File: src/rtl/mel_pkg.sv
// Shared sizing constants and FSM state encoding for the mel frame controller.
package mel_pkg;
    localparam int MEL_N_BINS = 513;
    localparam int MEL_N_MEL  = 64;
    localparam int MEL_FV_W   = 10;
    localparam int MEL_RI_W   = 6;

    typedef enum logic [2:0] {
        S_IDLE    = 3'd0,
        S_STREAM  = 3'd1,
        S_DRAIN   = 3'd2,
        S_READOUT = 3'd3,
        S_DONE    = 3'd4
    } mel_state_t;
endpackage

File: src/rtl/mel_idx_counter.sv
// Wrap-length index counter: clear has priority, wraps to 0 after LEN-1.
module mel_idx_counter #(
    parameter int LEN = 64,
    parameter int W   = 6
) (
    input  logic         clk,
    input  logic         rst,
    input  logic         i_clr,
    input  logic         i_en,
    output logic [W-1:0] o_cnt,
    output logic         o_last
);
    logic [W-1:0] r_cnt;

    always_ff @(posedge clk or negedge rst) begin
        if (!rst) begin
            r_cnt <= '0;
        end else if (i_clr) begin
            r_cnt <= '0;
        end else if (i_en) begin
            r_cnt <= o_last ? '0 : r_cnt + 1'b1;
        end
    end

    assign o_cnt  = r_cnt;
    assign o_last = (r_cnt == W'(LEN - 1));
endmodule

File: src/rtl/mel_frame_ctrl.sv
// Frame sequencer for mel filterbank: streams FFT bins to the coefficient
// block, drains its pipeline, then reads out each mel band.
module mel_frame_ctrl
    import mel_pkg::*;
#(
    parameter int I_BW     = 14,
    parameter int N_BINS   = MEL_N_BINS,
    parameter int N_MEL    = MEL_N_MEL,
    parameter int COEF_LAT = 1
) (
    input  logic                clk,
    input  logic                rst,
    input  logic                start,
    input  logic                abort,
    output logic                busy,
    input  logic                di_valid,
    input  logic [I_BW-1:0]     di_data,
    output logic                di_ready,
    output logic                co_en,
    output logic [I_BW-1:0]     co_data,
    output logic [MEL_FV_W-1:0] filter_v,
    output logic                last_bin,
    output logic                acc_clr,
    output logic                rd_en,
    output logic [MEL_RI_W-1:0] rd_idx,
    input  logic                rd_ready,
    output logic                frame_done,
    output logic [15:0]         frame_cnt
);
    localparam int DW = $clog2(COEF_LAT + 2);

    mel_state_t r_state, w_state_next;

    logic                r_busy, r_di_ready, r_co_en, r_last_bin;
    logic                r_acc_clr, r_rd_en, r_frame_done;
    logic [I_BW-1:0]     r_co_data;
    logic [MEL_FV_W-1:0] r_filter_v;
    logic [15:0]         r_frame_cnt;
    logic [DW-1:0]       r_drain_cnt;

    logic                w_xfer, w_rd_acc, w_start_go, w_cnt_clr;
    logic                w_bin_last, w_rd_last;
    logic [MEL_FV_W-1:0] w_bin_cnt;
    logic [MEL_RI_W-1:0] w_rd_idx;

    // Abort wins over both a same-cycle transfer and a new start.
    assign w_xfer     = (r_state == S_STREAM) && di_valid && r_di_ready && !abort;
    assign w_rd_acc   = (r_state == S_READOUT) && r_rd_en && rd_ready && !abort;
    assign w_start_go = start && !abort && ((r_state == S_IDLE) || (r_state == S_DONE));
    assign w_cnt_clr  = w_start_go || abort;

    mel_idx_counter #(.LEN(N_BINS), .W(MEL_FV_W)) u_bin_cnt (
        .clk    (clk),
        .rst    (rst),
        .i_clr  (w_cnt_clr),
        .i_en   (w_xfer),
        .o_cnt  (w_bin_cnt),
        .o_last (w_bin_last)
    );

    mel_idx_counter #(.LEN(N_MEL), .W(MEL_RI_W)) u_rd_cnt (
        .clk    (clk),
        .rst    (rst),
        .i_clr  (w_cnt_clr),
        .i_en   (w_rd_acc),
        .o_cnt  (w_rd_idx),
        .o_last (w_rd_last)
    );

    always_ff @(posedge clk or negedge rst) begin
        if (!rst) begin
            r_state <= S_IDLE;
        end else begin
            r_state <= w_state_next;
        end
    end

    always_comb begin
        w_state_next = r_state;
        case (r_state)
            S_IDLE:    if (w_start_go) w_state_next = S_STREAM;
            S_STREAM:  if (w_xfer && w_bin_last) w_state_next = S_DRAIN;
            // DRAIN spans the last co_en cycle plus COEF_LAT+1 wait cycles.
            S_DRAIN:   if (r_drain_cnt == DW'(COEF_LAT + 1)) w_state_next = S_READOUT;
            S_READOUT: if (w_rd_acc && w_rd_last) w_state_next = S_DONE;
            S_DONE:    w_state_next = w_start_go ? S_STREAM : S_IDLE;
            default:   w_state_next = S_IDLE;
        endcase
        if (abort && (r_state != S_IDLE)) begin
            w_state_next = S_IDLE;
        end
    end

    always_ff @(posedge clk or negedge rst) begin
        if (!rst) begin
            r_busy       <= 1'b0;
            r_acc_clr    <= 1'b0;
            r_di_ready   <= 1'b0;
            r_rd_en      <= 1'b0;
            r_frame_done <= 1'b0;
            r_co_en      <= 1'b0;
            r_last_bin   <= 1'b0;
            r_co_data    <= '0;
            r_filter_v   <= '0;
            r_frame_cnt  <= '0;
            r_drain_cnt  <= '0;
        end else begin
            r_busy       <= (w_state_next != S_IDLE);
            r_acc_clr    <= w_start_go;
            r_di_ready   <= (w_state_next == S_STREAM) && !w_start_go;
            r_rd_en      <= (w_state_next == S_READOUT);
            r_frame_done <= (w_state_next == S_DONE);
            r_co_en      <= w_xfer;
            r_last_bin   <= w_xfer && w_bin_last;
            if (w_xfer) begin
                r_co_data  <= di_data;
                r_filter_v <= w_bin_cnt;
            end
            if ((r_state == S_READOUT) && (w_state_next == S_DONE)) begin
                r_frame_cnt <= r_frame_cnt + 16'd1;
            end
            r_drain_cnt <= ((r_state == S_DRAIN) && (w_state_next == S_DRAIN)) ?
                           r_drain_cnt + 1'b1 : '0;
        end
    end

    assign busy       = r_busy;
    assign di_ready   = r_di_ready;
    assign co_en      = r_co_en;
    assign co_data    = r_co_data;
    assign filter_v   = r_filter_v;
    assign last_bin   = r_last_bin;
    assign acc_clr    = r_acc_clr;
    assign rd_en      = r_rd_en;
    assign rd_idx     = w_rd_idx;
    assign frame_done = r_frame_done;
    assign frame_cnt  = r_frame_cnt;
endmodule

File: config.mk
export PLATFORM = sky130hd
export DESIGN_NAME = mel_frame_ctrl
export DESIGN_NICKNAME = d
export VERILOG_FILES = /design/src/rtl/mel_pkg.sv /design/src/rtl/mel_idx_counter.sv /design/src/rtl/mel_frame_ctrl.sv
export SDC_FILE = /design/constraint.sdc
export NUM_CORES = 1
export LEC_CHECK = 0
export CAP_MARGIN = 20
export CORE_ASPECT_RATIO = 1.2
export CORE_UTILIZATION = 34
export DETAILED_ROUTE_END_ITERATION = 10
export PLACE_DENSITY_LB_ADDON = 0.3
export SKIP_CTS_REPAIR_TIMING = 1
export SYNTH_ARGS = -nofsm -noshare
export SYNTH_HDL_FRONTEND = slang
export SYNTH_SLANG_ARGS = --single-unit
File: constraint.sdc
create_clock -name clk -period 2.5 [get_ports clk]
set_clock_uncertainty 0.15 [all_clocks]
set_input_delay 0.5 -clock clk [delete_from_list [all_inputs] [get_ports clk]]
set_output_delay 0.5 -clock clk [all_outputs]
set_load 0.005 [all_outputs]
**After elaboration in Yosys (flattened, before gate mapping)**

Index checks and enable logic that the tools add are counted.

- Bits of input ports: 20
- Word-level logic and storage cells: 66
- Bits in registers: 68

- Eq/ne operators: 11
- Reduce and logical (&&, ||, !) cells: 23
- Multiplexer cells: 14
- Add/subtract/negate cells: 4

Operators with widths:

| kind | count |
|---|---|
| two-way mux 10 bit | 3 |
| two-way mux 6 bit | 3 |
| adder 16 x 1 -> 16 bit (second input constant) | 1 |
| two-way mux 3 bit | 5 |
| case mux 3 bit (5 select lines) | 1 |
| logical AND 1 bit | 14 |
| equality test 3 x 2 -> 1 bit (second input constant) | 4 |
| adder 10 x 1 -> 10 bit (second input constant) | 1 |
| equality test 10 bit (second input constant) | 1 |
| adder 6 x 1 -> 6 bit (second input constant) | 1 |
| equality test 3 x 1 -> 1 bit (second input constant) | 2 |
| equality test 3 bit (second input constant) | 2 |
| equality test 6 bit (second input constant) | 1 |
| nonzero test 3 bit | 2 |
| nonzero test 2 bit | 2 |
| zero test 3 bit | 1 |
| adder 2 x 1 -> 2 bit (second input constant) | 1 |
| equality test 2 bit (second input constant) | 1 |
| zero test 1 bit | 2 |
| logical OR 1 bit | 2 |
| two-way mux 2 bit | 1 |
| two-way mux 1 bit | 1 |

**Logic depth before layout (Yosys ltp)**

- Word-level depth: 11
- Depth in mapped cells: 9

**Cells and area by module**

From an unflattened synthesis, not the netlist that was laid out.

- Cell total of the unflattened synthesis: 255
- Area total of the unflattened synthesis: 3200.6 um^2

Modules (own cells, without submodules):

| module | cells each | times used | area each (um^2) |
|---|---|---|---|
| mel_frame_ctrl | 161 | 1 | 2282.2 |
| mel_idx_counter at u_bin_cnt | 62 | 1 | 598.1 |
| mel_idx_counter at u_rd_cnt | 32 | 1 | 320.3 |

**Least setup slack after synthesis**

Ideal clock, no wire load.

- Kind: input to register
- From: in abort
- To: reg r_frame_cnt[14], in the netlist frame_cnt[14]
- Slack: 372 ps
- Cell stages on the path: 8
- Arrival: 1854 ps
- Required time: 2227 ps
- Library setup time: 123 ps
- Path through: nand4b_1 -> or2_1 -> buf_2 -> nand2b_4 -> clkinv_2 -> nand3_1 -> or3_1 -> xnor2_1

- Word-level cells in the longest chain between the ends: 8
- Elaborated cells on any way between the ends: 16
- Classes of those cells: eq/ne (1); mux (6); reduce/logical (9)

RTL lines:

| what | line | source |
|---|---|---|
| from (decl) | mel_frame_ctrl.sv:14 | `input logic abort,` |
| zero test 1 bit | mel_frame_ctrl.sv:47, mel_frame_ctrl.sv:48, mel_frame_ctrl.sv:49 |  |
| logical AND 1 bit (on tied branches) | mel_frame_ctrl.sv:48, mel_frame_ctrl.sv:47, mel_frame_ctrl.sv:49 |  |
| logical AND 1 bit (on tied branches) | mel_frame_ctrl.sv:85, mel_frame_ctrl.sv:82, mel_frame_ctrl.sv:49 |  |
| two-way mux 3 bit (on tied branches) | mel_frame_ctrl.sv:85, mel_frame_ctrl.sv:81, mel_frame_ctrl.sv:82 |  |
| case mux 3 bit (5 select lines) | mel_frame_ctrl.sv:80 | `case (r_state)` |
| two-way mux 3 bit (*) | mel_frame_ctrl.sv:89 | `if (abort && (r_state != S_IDLE)) begin` |
| net w_state_next[2] | mel_frame_ctrl.sv:32 | `mel_state_t r_state, w_state_next;` |
| equality test 3 bit (*) | mel_frame_ctrl.sv:119 | `if ((r_state == S_READOUT) && (w_state_next == S_DONE)) begin` |
| logical AND 1 bit (*) | mel_frame_ctrl.sv:119 |  |
| to (signal assigned) | mel_frame_ctrl.sv:120 | `r_frame_cnt <= r_frame_cnt + 16'd1;` |
| to (decl) | mel_frame_ctrl.sv:38 | `logic [15:0] r_frame_cnt;` |

The timed path passes the listed nets; every way through them passes the cells marked *.
A chain may end at the register's enable or synchronous reset.

**Worst setup path after layout**

- From: reg u_bin_cnt.r_cnt[5], in the netlist u_bin_cnt.o_cnt[5]
- To: reg r_drain_cnt[0]

- Word-level cells in the longest chain between the ends: 8

RTL lines:

| what | line | source |
|---|---|---|
| from (decl) | mel_idx_counter.sv:13 | `logic [W-1:0] r_cnt;` |
| from (signal assigned) | mel_idx_counter.sv:21 | `r_cnt <= o_last ? '0 : r_cnt + 1'b1;` |
| equality test 10 bit | mel_idx_counter.sv:26 | `assign o_last = (r_cnt == W'(LEN - 1));` |
| logical AND 1 bit | mel_frame_ctrl.sv:82 | `S_STREAM: if (w_xfer && w_bin_last) w_state_next = S_DRAIN;` |
| two-way mux 3 bit | mel_frame_ctrl.sv:82 |  |
| case mux 3 bit (5 select lines) | mel_frame_ctrl.sv:80 |  |
| two-way mux 3 bit | mel_frame_ctrl.sv:89 |  |
| equality test 3 x 2 -> 1 bit | mel_frame_ctrl.sv:122 | `r_drain_cnt <= ((r_state == S_DRAIN) && (w_state_next == S_DRAIN)) ?` |
| logical AND 1 bit | mel_frame_ctrl.sv:122 |  |
| two-way mux 2 bit | mel_frame_ctrl.sv:122 |  |
| to (signal assigned) | mel_frame_ctrl.sv:122 |  |
| to (decl) | mel_frame_ctrl.sv:39 | `logic [DW-1:0] r_drain_cnt;` |

No other way between the ends.

==> impl_metrics.json <==
{
  "critPathCaptureType": "flop",
  "drt_iter0_markers": 78,
  "netlist_instances": 267,
  "use_met2_pct": 23.5,
  "required_ns": 2.64,
  "crit_type": "reg -> reg",
  "final_nets": 382,
  "pin_count": 73,
  "p_leak_nw": 1.87,
  "endpoint": "r_drain_cnt[0]",
  "slew_headroom_pct": 58.6,
  "fillers": 793,
  "timing.setup.tns_ns": 0,
  "cp_cell_sequence": "or4_4 > or4_4 > a21o_1 > nor4_2 > and2_2",
  "grt_usage_pct": 15.2,
  "syn_nets": 292,
  "syn_to_final_growth_pct": 38.9,
  "synth_cell_types": 43,
  "grt_pass1_wl_um": 10700,
  "r2r-start": "u_bin_cnt.o_cnt[5]",
  "max_stage_delay_ns": 0.56,
  "grt_max_degree": 69,
  "ant_nets": 0,
  "cp_max_fo": 6,
  "die_h_um": 105,
  "vias": 2272,
  "globalRouteMet1Util_pct": 18.6,
  "dieWidth_um": 87.9,
  "first_pass_iters": 4,
  "worst_slew_pin_slew_ns": 0.619,
  "core_area_mm2": 0.00856,
  "wl_per_cell_um": 13.0,
  "p_int_w": 0.00221,
  "crit_arrival_ns": 2.38,
  "remaining_drc_errors": 0,
  "final_cell_mix": "clkdlybuf4s50_1, dfrtp_1, mux2_2, nor2_1, nand2_1",
  "synth-seq-cells": 68,
  "worst_r2r_path_depth": 5,
  "yosysSeqAreaShare_pct": 56.5,
  "slew_viol_final": 0,
  "synthFlopType": "dfrtp_1",
  "met3_usage_pct": 5.37,
  "critPathMostFrequentCell": "or4_4",
  "synth_edf_count": 0,
  "p_seq_share_pct": 45.0,
  "cpMaxStageDelayCell": "or4_4",
  "r2r_slack_ns": 0.26,
  "worstSetupStartpointType": "flop",
  "postSynth.asyncResetShare_pct": 100,
  "grt-ovfl-total": 0,
  "hp-class": "in -> async",
  "cts_tree": "done",
  "clk_pin_slew_ns": 0.07,
  "first_global_vias": 2312,
  "cts_buffers": 9,
  "htreeDepth": 3,
  "hold_viol": 0,
  "clock_power_share_pct": 33.6,
  "rsz0062_at_grt": "no",
  "final_common_cell": "clkdlybuf4s50_1",
  "row_count": 37,
  "setup_violations": 0,
  "p_per_area_mw_per_mm2": 699,
  "r2r-end": "r_drain_cnt[0]",
  "p_comb_share_pct": 21.4,
  "drv_cap": 0,
  "clock_latency_ns": 0.35,
  "routabilityCongestion": 0.772,
  "busiest_layer": "met2",
  "p_sw_share_pct": 24.4,
  "syn-cell-area_mm2": 0.00301,
  "clock_sinks": 68,
  "status": "finished, final reports clean",
  "drive_above_1_share_pct": 18.0,
  "wirelength_um": 6220,
  "dieArea_mm2": 0.00924,
  "vdd_ir_drop_max_mv": 0.379,
  "root_buffer": "clkbuf_8",
  "hold_ws_ns": 0.00963,
  "dpl.hpwl_um": 4390,
  "max_freq_mhz": 446,
  "period_minus_slack_ns": 2.24,
  "n_antenna_cell": 0,
  "synth_area_per_cell_um2": 11.3,
  "startpoint": "u_bin_cnt.o_cnt[5]",
  "antenna_found_initial": 0,
  "clockBufferDepth": 2,
  "finalCritPeriodShare_pct": 89.7,
  "yosysWarningCount": 0,
  "switchingPower_w": 0.000712,
  "io_buffer_count": 72,
  "initial_core_util_pct": 35.2,
  "vias_per_cell": 4.74
}
[area by class of cell]
cell class	count	area, um^2	share of cell area (%)
Sequential cell	68	1700	40.7
Multi-Input combinational cell	181	1240	29.7
Timing Repair Buffer	85	826	19.7
Clock buffer	13	179	4.28
Tap cell	117	146	3.50
Inverter	12	46.3	1.11
Clock inverter	3	42.5	1.02
[synthesized netlist by cell type, drive strengths merged (2+ instances only)]
library cell | number | area (um^2)
nor3 | 12 | 65.1
or3 | 5 | 31.3
nor4 | 3 | 25.0
nand2b | 3 | 26.3
nor2b | 3 | 18.8
and2 | 3 | 20.0
nand3 | 11 | 55.1
dfrtp | 68 | 1700
nor2 | 23 | 86.3
and3 | 3 | 20.0
inv | 11 | 41.3
o21ai | 15 | 75.1
a21oi | 7 | 35.0
or4 | 2 | 22.5
clkbuf | 2 | 7.51
mux2 | 24 | 270
a21o | 4 | 30.0
nor3b | 3 | 27.5
xor2 | 8 | 70.1
a22o | 3 | 26.3
nand4 | 3 | 18.8
nand3b | 2 | 15.0
ha | 5 | 62.6
nand2 | 20 | 75.1
buf | 4 | 20.0
xnor2 | 9 | 78.8
[critical path, delay by kind of cell, from the launching register on]
kind	cells	cell delay [ns]
AOI/OAI and AO/OA	1	0.22
DFF	1	0.43
and+or+nand+nor	4	1.39
[cell families (layout without fill, tap and decap cells)]
group	count (synthesis)	after routing	synth area share (%)
buffers and inverters	18	113	2.45
multiplexers	25	25	9.30
AO/OA/AOI/OAI	33	33	6.52
adder cells (fa/ha/maj)	6	6	2.41
XOR/XNOR	17	17	4.94
flip-flops	68	68	56.5
AND/OR/NAND/NOR	100	100	17.9
[registers in the layout, summed over array words and instances, names as in the netlist, 2 cells and up]
name             count
co_data             14
filter_v            10
frame_cnt           16
r_drain_cnt          2
r_state              3
u_bin_cnt.o_cnt     10
u_rd_cnt.o_cnt       6
[metal layers]
metal | part of all wire [%] | up-vias
met1 | 43 | 1097
li1 | - | 1107
met3 | 5.7 | 12
met5 | 0 | -
met2 | 49 | 56
met4 | 2.1 | 0
[through the flow]
| stage | std cells | power, W | utilization, % | cell area [um^2] | setup WS, ns |
|---|---|---|---|---|---|
| 6_report | 479 | 0.00292 | 48.9 | 4180 | 0.257 |
| 5_1_grt | 479 | 0.00308 | 48.9 | 4180 | 0.100 |
| 4_1_cts | 479 | 0.00298 | 48.9 | 4180 | 0.244 |
| 3_5_place_dp | 463 | 0.00197 | 46.3 | 3960 | 0.00863 |
| 3_3_place_gp | 463 | 0.00196 | 46.3 | 3960 | 0.0459 |
| 2_1_floorplan | 267 | 0.00158 | - | 3010 | 0.372 |
[power by group through the flow]
stage	Sequential, W	Clock [W]	Combinational [W]
6_report	0.00132	0.000981	0.000626
3_3_place_gp	0.00133	0	0.000622
5_1_grt	0.00133	0.00106	0.000687
2_1_floorplan	0.00135	0	0.000236
4_1_cts	0.00132	0.00102	0.000638
3_5_place_dp	0.00134	0	0.000634
[worst min path at each step]
| stage | from | endpoint | slack, ns | depth (start not counted) |
|---|---|---|---|---|
| after global routing | rst | frame_cnt[2] | 0.04 | 2 |
| after detailed placement | frame_cnt[15] | frame_cnt[15] | 0.31 | 1 |
| after global placement | frame_cnt[15] | frame_cnt[15] | 0.31 | 1 |
| after CTS | rst | frame_cnt[2] | 0.02 | 2 |
| after floorplan | rst | acc_clr | 0.05 | 0 |
| final | rst | frame_cnt[2] | 0.01 | 2 |
Power figures use the tool's default switching activity.
